[src/rtl/cacheline_ctrl.sv]
// ---------------------------------------------------------------------------
// cacheline_ctrl
//
// Shares one single-word cache line between two requesters and a backing
// memory. Requests are arbitrated round-robin, tag-checked against the line,
// read misses fill the line from memory, and every write is written through
// to memory while also being allocated into the line.
//
// One transaction is in flight at a time:
//   IDLE -> LOOKUP -> RESP                    (read hit)
//   IDLE -> LOOKUP -> MEM_RD -> RESP          (read miss, line fill)
//   IDLE -> LOOKUP -> MEM_WR -> RESP          (write, hit or miss)
//
// Parameters
//   ADDR_W     address / tag width
//   DATA_W     data word width
//
// Ports
//   clock      rising-edge clock
//   reset_n    synchronous active-low reset
//   req_valid  [1:0]          request valid, bit g = requester g
//   req_write  [1:0]          1 = write, 0 = read
//   req_addr   [2*ADDR_W-1:0] requester g at [g*ADDR_W +: ADDR_W]
//   req_wdata  [2*DATA_W-1:0] requester g at [g*DATA_W +: DATA_W]
//   req_ack    [1:0]          combinational grant (accept on valid & ack)
//   rsp_valid  [1:0]          one-cycle response strobe to the granted side
//   rsp_data   [DATA_W-1:0]   read data, or the written data for writes
//   rsp_hit                   request hit the line at lookup
//   flush                     invalidate the line (honoured in IDLE only)
//   mem_req                   memory request, held until mem_ack
//   mem_write                 1 = memory write, 0 = memory read
//   mem_addr   [ADDR_W-1:0]   memory address
//   mem_wdata  [DATA_W-1:0]   memory write data
//   mem_ack                   memory completion (only looked at in MEM_*)
//   mem_rdata  [DATA_W-1:0]   memory read data, valid with mem_ack
// ---------------------------------------------------------------------------
module cacheline_ctrl #(
  parameter int ADDR_W = 8,
  parameter int DATA_W = 32
) (
  input  logic                clock,
  input  logic                reset_n,

  input  logic [1:0]          req_valid,
  input  logic [1:0]          req_write,
  input  logic [2*ADDR_W-1:0] req_addr,
  input  logic [2*DATA_W-1:0] req_wdata,
  output logic [1:0]          req_ack,

  output logic [1:0]          rsp_valid,
  output logic [DATA_W-1:0]   rsp_data,
  output logic                rsp_hit,

  input  logic                flush,

  output logic                mem_req,
  output logic                mem_write,
  output logic [ADDR_W-1:0]   mem_addr,
  output logic [DATA_W-1:0]   mem_wdata,
  input  logic                mem_ack,
  input  logic [DATA_W-1:0]   mem_rdata
);

  typedef enum logic [2:0] {
    IDLE   = 3'd0,
    LOOKUP = 3'd1,
    MEM_RD = 3'd2,
    MEM_WR = 3'd3,
    RESP   = 3'd4
  } state_e;

  // -------------------------------------------------------------------------
  // State
  // -------------------------------------------------------------------------
  state_e              state_q,      state_d;

  // The cache line itself
  logic                line_valid_q, line_valid_d;
  logic [ADDR_W-1:0]   line_tag_q,   line_tag_d;
  logic [DATA_W-1:0]   line_data_q,  line_data_d;

  // Round-robin history: the requester served by the last completed response
  logic                last_grant_q, last_grant_d;

  // Latched request and response of the transaction in flight
  logic                g_q,          g_d;
  logic [ADDR_W-1:0]   addr_q,       addr_d;
  logic                write_q,      write_d;
  logic [DATA_W-1:0]   wdata_q,      wdata_d;
  logic                hit_q,        hit_d;
  logic [DATA_W-1:0]   data_q,       data_d;

  // -------------------------------------------------------------------------
  // Arbitration: a lone requester wins outright; on a tie the requester that
  // was not served last wins. After reset last_grant_q = 1, so requester 0
  // takes the first tie.
  // -------------------------------------------------------------------------
  logic                grant_any;
  logic                grant_sel;

  always_comb begin
    grant_any = 1'b0;
    grant_sel = 1'b0;
    unique case (req_valid)
      2'b01: begin
        grant_any = 1'b1;
        grant_sel = 1'b0;
      end
      2'b10: begin
        grant_any = 1'b1;
        grant_sel = 1'b1;
      end
      2'b11: begin
        grant_any = 1'b1;
        grant_sel = ~last_grant_q;
      end
      default: ;
    endcase
  end

  // A request is taken only in IDLE and only when no flush is pending,
  // since flush has priority over requests.
  logic accept;
  assign accept = (state_q == IDLE) && !flush && grant_any;

  // Tag check against the line as it stands before any write allocates.
  logic lookup_hit;
  assign lookup_hit = line_valid_q && (line_tag_q == addr_q);

  // Fields of the winning requester.
  logic [ADDR_W-1:0] sel_addr;
  logic [DATA_W-1:0] sel_wdata;
  logic              sel_write;

  assign sel_addr  = grant_sel ? req_addr[2*ADDR_W-1:ADDR_W]   : req_addr[ADDR_W-1:0];
  assign sel_wdata = grant_sel ? req_wdata[2*DATA_W-1:DATA_W]  : req_wdata[DATA_W-1:0];
  assign sel_write = grant_sel ? req_write[1]                   : req_write[0];

  // -------------------------------------------------------------------------
  // State register
  // -------------------------------------------------------------------------
  // NOTE: sequential state uses non-blocking assignments so every register
  // samples the pre-edge value of every other register, regardless of order.
  // NOTE: the line is a single word held in flops, not a RAM macro, so it can
  // be cleared by reset along with the rest of the state.
  always_ff @(posedge clock) begin
    if (!reset_n) begin
      state_q      <= IDLE;
      line_valid_q <= 1'b0;
      line_tag_q   <= '0;
      line_data_q  <= '0;
      last_grant_q <= 1'b1;
      g_q          <= 1'b0;
      addr_q       <= '0;
      write_q      <= 1'b0;
      wdata_q      <= '0;
      hit_q        <= 1'b0;
      data_q       <= '0;
    end else begin
      state_q      <= state_d;
      line_valid_q <= line_valid_d;
      line_tag_q   <= line_tag_d;
      line_data_q  <= line_data_d;
      last_grant_q <= last_grant_d;
      g_q          <= g_d;
      addr_q       <= addr_d;
      write_q      <= write_d;
      wdata_q      <= wdata_d;
      hit_q        <= hit_d;
      data_q       <= data_d;
    end
  end

  // -------------------------------------------------------------------------
  // Next-state logic
  // -------------------------------------------------------------------------
  // NOTE: every signal assigned here starts from a hold/default value so no
  // path through the case statement leaves it unassigned (no latches).
  always_comb begin
    state_d      = state_q;
    line_valid_d = line_valid_q;
    line_tag_d   = line_tag_q;
    line_data_d  = line_data_q;
    last_grant_d = last_grant_q;
    g_d          = g_q;
    addr_d       = addr_q;
    write_d      = write_q;
    wdata_d      = wdata_q;
    hit_d        = hit_q;
    data_d       = data_q;

    unique case (state_q)
      IDLE: begin
        if (flush) begin
          line_valid_d = 1'b0;
        end else if (accept) begin
          g_d     = grant_sel;
          addr_d  = sel_addr;
          write_d = sel_write;
          wdata_d = sel_wdata;
          state_d = LOOKUP;
        end
      end

      LOOKUP: begin
        hit_d = lookup_hit;
        if (write_q) begin
          // Write-allocate: the line takes the new word now; memory is
          // updated in MEM_WR. rsp_hit still reports the pre-write match.
          line_valid_d = 1'b1;
          line_tag_d   = addr_q;
          line_data_d  = wdata_q;
          state_d      = MEM_WR;
        end else if (lookup_hit) begin
          data_d  = line_data_q;
          state_d = RESP;
        end else begin
          state_d = MEM_RD;
        end
      end

      MEM_RD: begin
        if (mem_ack) begin
          line_valid_d = 1'b1;
          line_tag_d   = addr_q;
          line_data_d  = mem_rdata;
          data_d       = mem_rdata;
          state_d      = RESP;
        end
      end

      MEM_WR: begin
        if (mem_ack) begin
          data_d  = wdata_q;
          state_d = RESP;
        end
      end

      RESP: begin
        last_grant_d = g_q;
        state_d      = IDLE;
      end

      default: state_d = IDLE;
    endcase
  end

  // -------------------------------------------------------------------------
  // Outputs
  // -------------------------------------------------------------------------
  // Every output is decoded from the state so that all of them read zero
  // outside the state that owns them, including straight after reset.
  // req_ack is additionally gated by reset_n so nothing looks accepted on an
  // edge that resets the controller.
  always_comb begin
    req_ack   = 2'b00;
    rsp_valid = 2'b00;
    rsp_data  = '0;
    rsp_hit   = 1'b0;
    mem_req   = 1'b0;
    mem_write = 1'b0;
    mem_addr  = '0;
    mem_wdata = '0;

    unique case (state_q)
      IDLE: begin
        if (accept && reset_n) begin
          req_ack = grant_sel ? 2'b10 : 2'b01;
        end
      end
      MEM_RD: begin
        mem_req  = 1'b1;
        mem_addr = addr_q;
      end
      MEM_WR: begin
        mem_req   = 1'b1;
        mem_write = 1'b1;
        mem_addr  = addr_q;
        mem_wdata = wdata_q;
      end
      RESP: begin
        rsp_valid = g_q ? 2'b10 : 2'b01;
        rsp_data  = data_q;
        rsp_hit   = hit_q;
      end
      default: ;
    endcase
  end

  // -------------------------------------------------------------------------
  // Interface properties
  // -------------------------------------------------------------------------
  a_rsp_onehot : assert property (@(posedge clock) disable iff (!reset_n)
    $onehot0(rsp_valid));

  a_ack_onehot : assert property (@(posedge clock) disable iff (!reset_n)
    $onehot0(req_ack));

  a_ack_idle_only : assert property (@(posedge clock) disable iff (!reset_n)
    (req_ack != 2'b00) |-> (state_q == IDLE));

  a_mem_stable : assert property (@(posedge clock) disable iff (!reset_n)
    (mem_req && $past(mem_req) && $past(reset_n))
      |-> ($stable(mem_addr) && $stable(mem_write) && $stable(mem_wdata)));

endmodule

[config.mk]
export PLATFORM = sky130hd
export DESIGN_NAME = cacheline_ctrl
export DESIGN_NICKNAME = d
export VERILOG_FILES = /design/src/rtl/cacheline_ctrl.sv
export SDC_FILE = /design/constraint.sdc
export NUM_CORES = 1
export LEC_CHECK = 0
export ABC_AREA = 1
export CAP_MARGIN = 20
export CORE_MARGIN = 5
export CORE_UTILIZATION = 40
export DETAILED_ROUTE_END_ITERATION = 8
export PLACE_DENSITY = 0.73
export SLEW_MARGIN = 10
export SYNTH_ARGS = -nofsm -noshare
export SYNTH_HDL_FRONTEND = slang
export SYNTH_SLANG_ARGS = --single-unit
[constraint.sdc]
create_clock -name clock -period 1.5 [get_ports clock]
set_input_delay 0.3 -clock clock [delete_from_list [all_inputs] [get_ports clock]]
set_output_delay 0.3 -clock clock [all_outputs]
set_load 0.05 [all_outputs]
==> metrics.md <==
| Metric | Value |
|---|---|
| Routed Antenna Nets | `0` |
| Final hold vios | `0` |
| Port-buffer cells | `198` |
| Post-Syn Area per Cell | `6.18 um2` |
| Net Count, Synth | `1148` |
| Ports | `199` |
| Register area | `0.00243 mm2` |
| Share of the synthesized area in the top cell type | `0.378` |
| Gr ovfl total | `0` |
| P&R area growth vs syn | `121%` |
| Psw | `4.58 mW` |
| Cts hold-fix bufs | `0` |
| Pint | `8.14 mW` |
| Clock power share | `0.312` |
| Share of layout cells above drive strength 1 | `0.473` |
| Tmin final | `2.19 ns` |
| Fillers | `591` |
| Placed cells | `1444` |
| Clock sink total | `120` |
| Clk_skew | `0.00838 ns` |
| Die span in x | `136 um` |
| TritonCTS buffer count | `17` |
| CTS root buffer | `clkbuf_16` |
| Chip Height | `136 um` |
| Sequential share of power | `0.307` |
| Total GRT Usage | `0.309` |
| Worst-skew pair later-pin latency | `0.43 ns` |
| Design Area, Final | `0.0140 mm2` |
| Area of the multi-input gates | `0.00496 mm2` |
| Final setup vio count | `198` |
| Logic gate share of total power | `0.381` |
| HP Start | `reset_n` |
| WP data arrival | `2.56 ns` |
| Synthesized area | `0.00635 mm2` |
| Crit path from | `state_q[2]` |
| Leakage | `5.32 nW` |
| DR vias/cell | `6.01` |
| Crit-path cells | `inv_4 -> nand3_4 -> buf_12 -> buf_4 -> bufbuf_16 -> o21ai_0 -> a21oi_2 -> nand3_2 -> nand2_1 -> nor2_1` |
| Setup ws final | `-0.691 ns` |
| Critical R2R Launch | `state_q[2]` |
| Initial Utilization | `0.404` |
| Crit-path max FO | `12` |
| Sequential area share after synthesis | `0.378` |
| Core ar. | `0.0157 mm2` |
| Critical Path Slowest Stage Cell | `o21ai_0` |
| CTS tree | `done` |
| Critical Setup Path Class | `reg -> reg` |
| Fmax | `456 MHz` |
| Clock Path Buffers | `2` |
| H-tree depth | `4` |
| First-pass GRT wire length | `44600 um` |
| Tcrit/Tclk final | `1.46` |
| Drt pass-1 iters | `5` |
| Warnings, synthesis | `0` |
| CP endpoint kind | `register` |
| Max cap viols | `0` |
| Fin. max-slew vios | `0` |
| Worst-path clk slew | `0.06 ns` |
| Nets | `1451` |
| Outcome | `complete, but fails checks` |
| Detail Placement HPWL | `16100 um` |
| Area after DPL | `0.0104 mm2` |
| Wirelength per Cell | `24.8 um` |
| GP Congestion | `0.832` |
| Critical path startpoint category | `register` |
| Required @ worst endpoint | `1.87 ns` |
| Worst Tran Pin Value | `0.671 ns` |
| Netlist cell types | `24` |
| Row Count | `46` |
| CP max stage delay | `0.54 ns` |
| Antenna fix cells | `0` |
| Vias in the first global route | `8399` |
| Dpl ws | `-0.514 ns` |
| Pwr Density | `908 mW/mm2` |
| Peak supply drop | `1.02 mV` |
| Post-route DRC violation count | `0` |
| FF+latch count, synth | `120` |
| HP Class | `in -> reg` |
| Final wirelength | `38700 um` |
| Post-synthesis cell count | `1028` |
| Slew margin rel. | `0.548` |
| Top post-synthesis cells by area | `dfxtp_1 (38%), nor2_1 (14%), inv_1 (9.2%)` |
| Worst hold slack | `0.393 ns` |
| Pin count of the biggest net entering global routing | `35` |
| Sw frac | `0.360` |
| Antenna violations before repair | `0` |
| Initial drt markers | `1099` |
| Violated checks | `negative setup slack` |
| RSZ-0062 raised after global routing | `true` |
| Die area | `0.0185 mm2` |
| Buf/Inv on CP | `4` |
| Cell taking the most area after synthesis | `dfxtp_1` |
| Crit-path leading delay family | `compound AO/OA/AOI/OAI gates` |
| Vias | `9372` |
| Non-filler instance count after layout | `1559` |
## sequential cells by signal, indices dropped and copies added (netlist names)
| register | cells |
|---|---|
| addr_q | 8 |
| line_tag_q | 8 |
| write_q | 1 |
| hit_q | 1 |
| line_data_q | 32 |
| data_q | 32 |
| last_grant_q | 1 |
| wdata_q | 32 |
| g_q | 1 |
| state_q | 3 |
| line_valid_q | 1 |
## tightest hold or removal path, stage by stage
cell and delay (ns):
buf_2 0.16, buf_4 0.21, nand2_4 0.08, a21oi_2 0.03
## final timing paths
check / cells after the start / to / slack [ns]
max: 10 / data_q[30] / -0.69
min: 4 / hit_q / 0.39
max reg2reg: 10 / data_q[30] / -0.69
min reg2reg: 2 / addr_q[1] / 0.48
## cell usage after synthesis
library cell / n
nand2_1: 131
a21oi_1: 116
a21boi_0: 1
nor3_1: 1
buf_1: 2
xor2_1: 2
o21ai_0: 115
a31oi_1: 32
clkbuf_1: 32
clkinv_1: 2
a21oi_4: 1
dfxtp_1: 120
clkbuf_2: 4
inv_2: 3
buf_6: 1
o21ai_1: 6
a31o_2: 1
nor2_1: 230
nor2_2: 1
buf_4: 9
nand2_2: 2
buf_2: 24
inv_1: 155
nand3_1: 37
## cell usage in the layout, fill, tap and decap left out, types with 17 or more instances in the layout
master,instances
nor2_2,27
nor2_1,106
dfxtp_1,109
inv_1,142
nand2_2,24
buf_6,25
o21ai_0,34
buf_12,108
o21ai_2,56
a31oi_1,22
nand3_2,27
clkbuf_16,30
nand2_4,18
buf_16,17
buf_4,55
clkdlybuf4s50_1,116
nand2_1,88
a21oi_2,53
a21oi_1,56
nor2_4,98
o21ai_1,24
## final cells by class
| class | instances | share of cell area |
|---|---|---|
| Timing Repair Buffer | 355 | 0.368 |
| Multi-Input combinational cell | 676 | 0.354 |
| Clock inverter | 10 | 0.00554 |
| Inverter | 160 | 0.0453 |
| Sequential cell | 120 | 0.173 |
| Tap cell | 216 | 0.0193 |
| Clock buffer | 21 | 0.0336 |
| Timing Repair inverter | 1 | 0.000625 |
## metrics by stage
| stage | util | power, mW | TNS (ns) |
|---|---|---|---|
| finish | 0.892 | 12.7 | -64.34 |
| global route | 0.892 | 13.0 | -71.14 |
| CTS | 0.806 | 11.3 | -53.11 |
| detailed placement | 0.664 | 6.42 | -42.29 |
| global placement | 0.664 | 6.36 | -37.83 |
| floorplan | - | 5.42 | -3.77 |
## kinds of logic after synthesis
logic type / after synthesis / share of synthesized area
XOR/XNOR: 2 / 0.00276
buffers and inverters: 232 / 0.149
AO/OA/AOI/OAI: 272 / 0.223
flip-flops: 120 / 0.378
AND/OR/NAND/NOR: 402 / 0.246
## layer usage
metal / up-vias / track usage / part of all wire
li1: 3861 / - / -
met1: 4356 / 0.351 / 0.33
met2: 837 / 0.531 / 0.47
met3: 318 / 0.0777 / 0.11
met4: 0 / 0.172 / 0.093
met5: - / 0 / 0
## power groups by stage
stage	combinational, mW	clock, mW	sequential [mW]
6_report	4.85	3.97	3.90
5_1_grt	5.01	4.09	3.93
4_1_cts	3.66	3.86	3.78
3_5_place_dp	2.61	0	3.81
3_3_place_gp	2.57	0	3.80
2_1_floorplan	1.67	0	3.75
## repair_timing
| action | CTS | global route |
|---|---|---|
| cloned | 25 | 16 |
| pin swaps | 50 | 94 |
| buffers inserted | 41 | 20 |
| setup endpoints to repair | 195 | 196 |
| resized for setup | 212 | 320 |
Note: power is estimated with default switching activity, not from simulation.
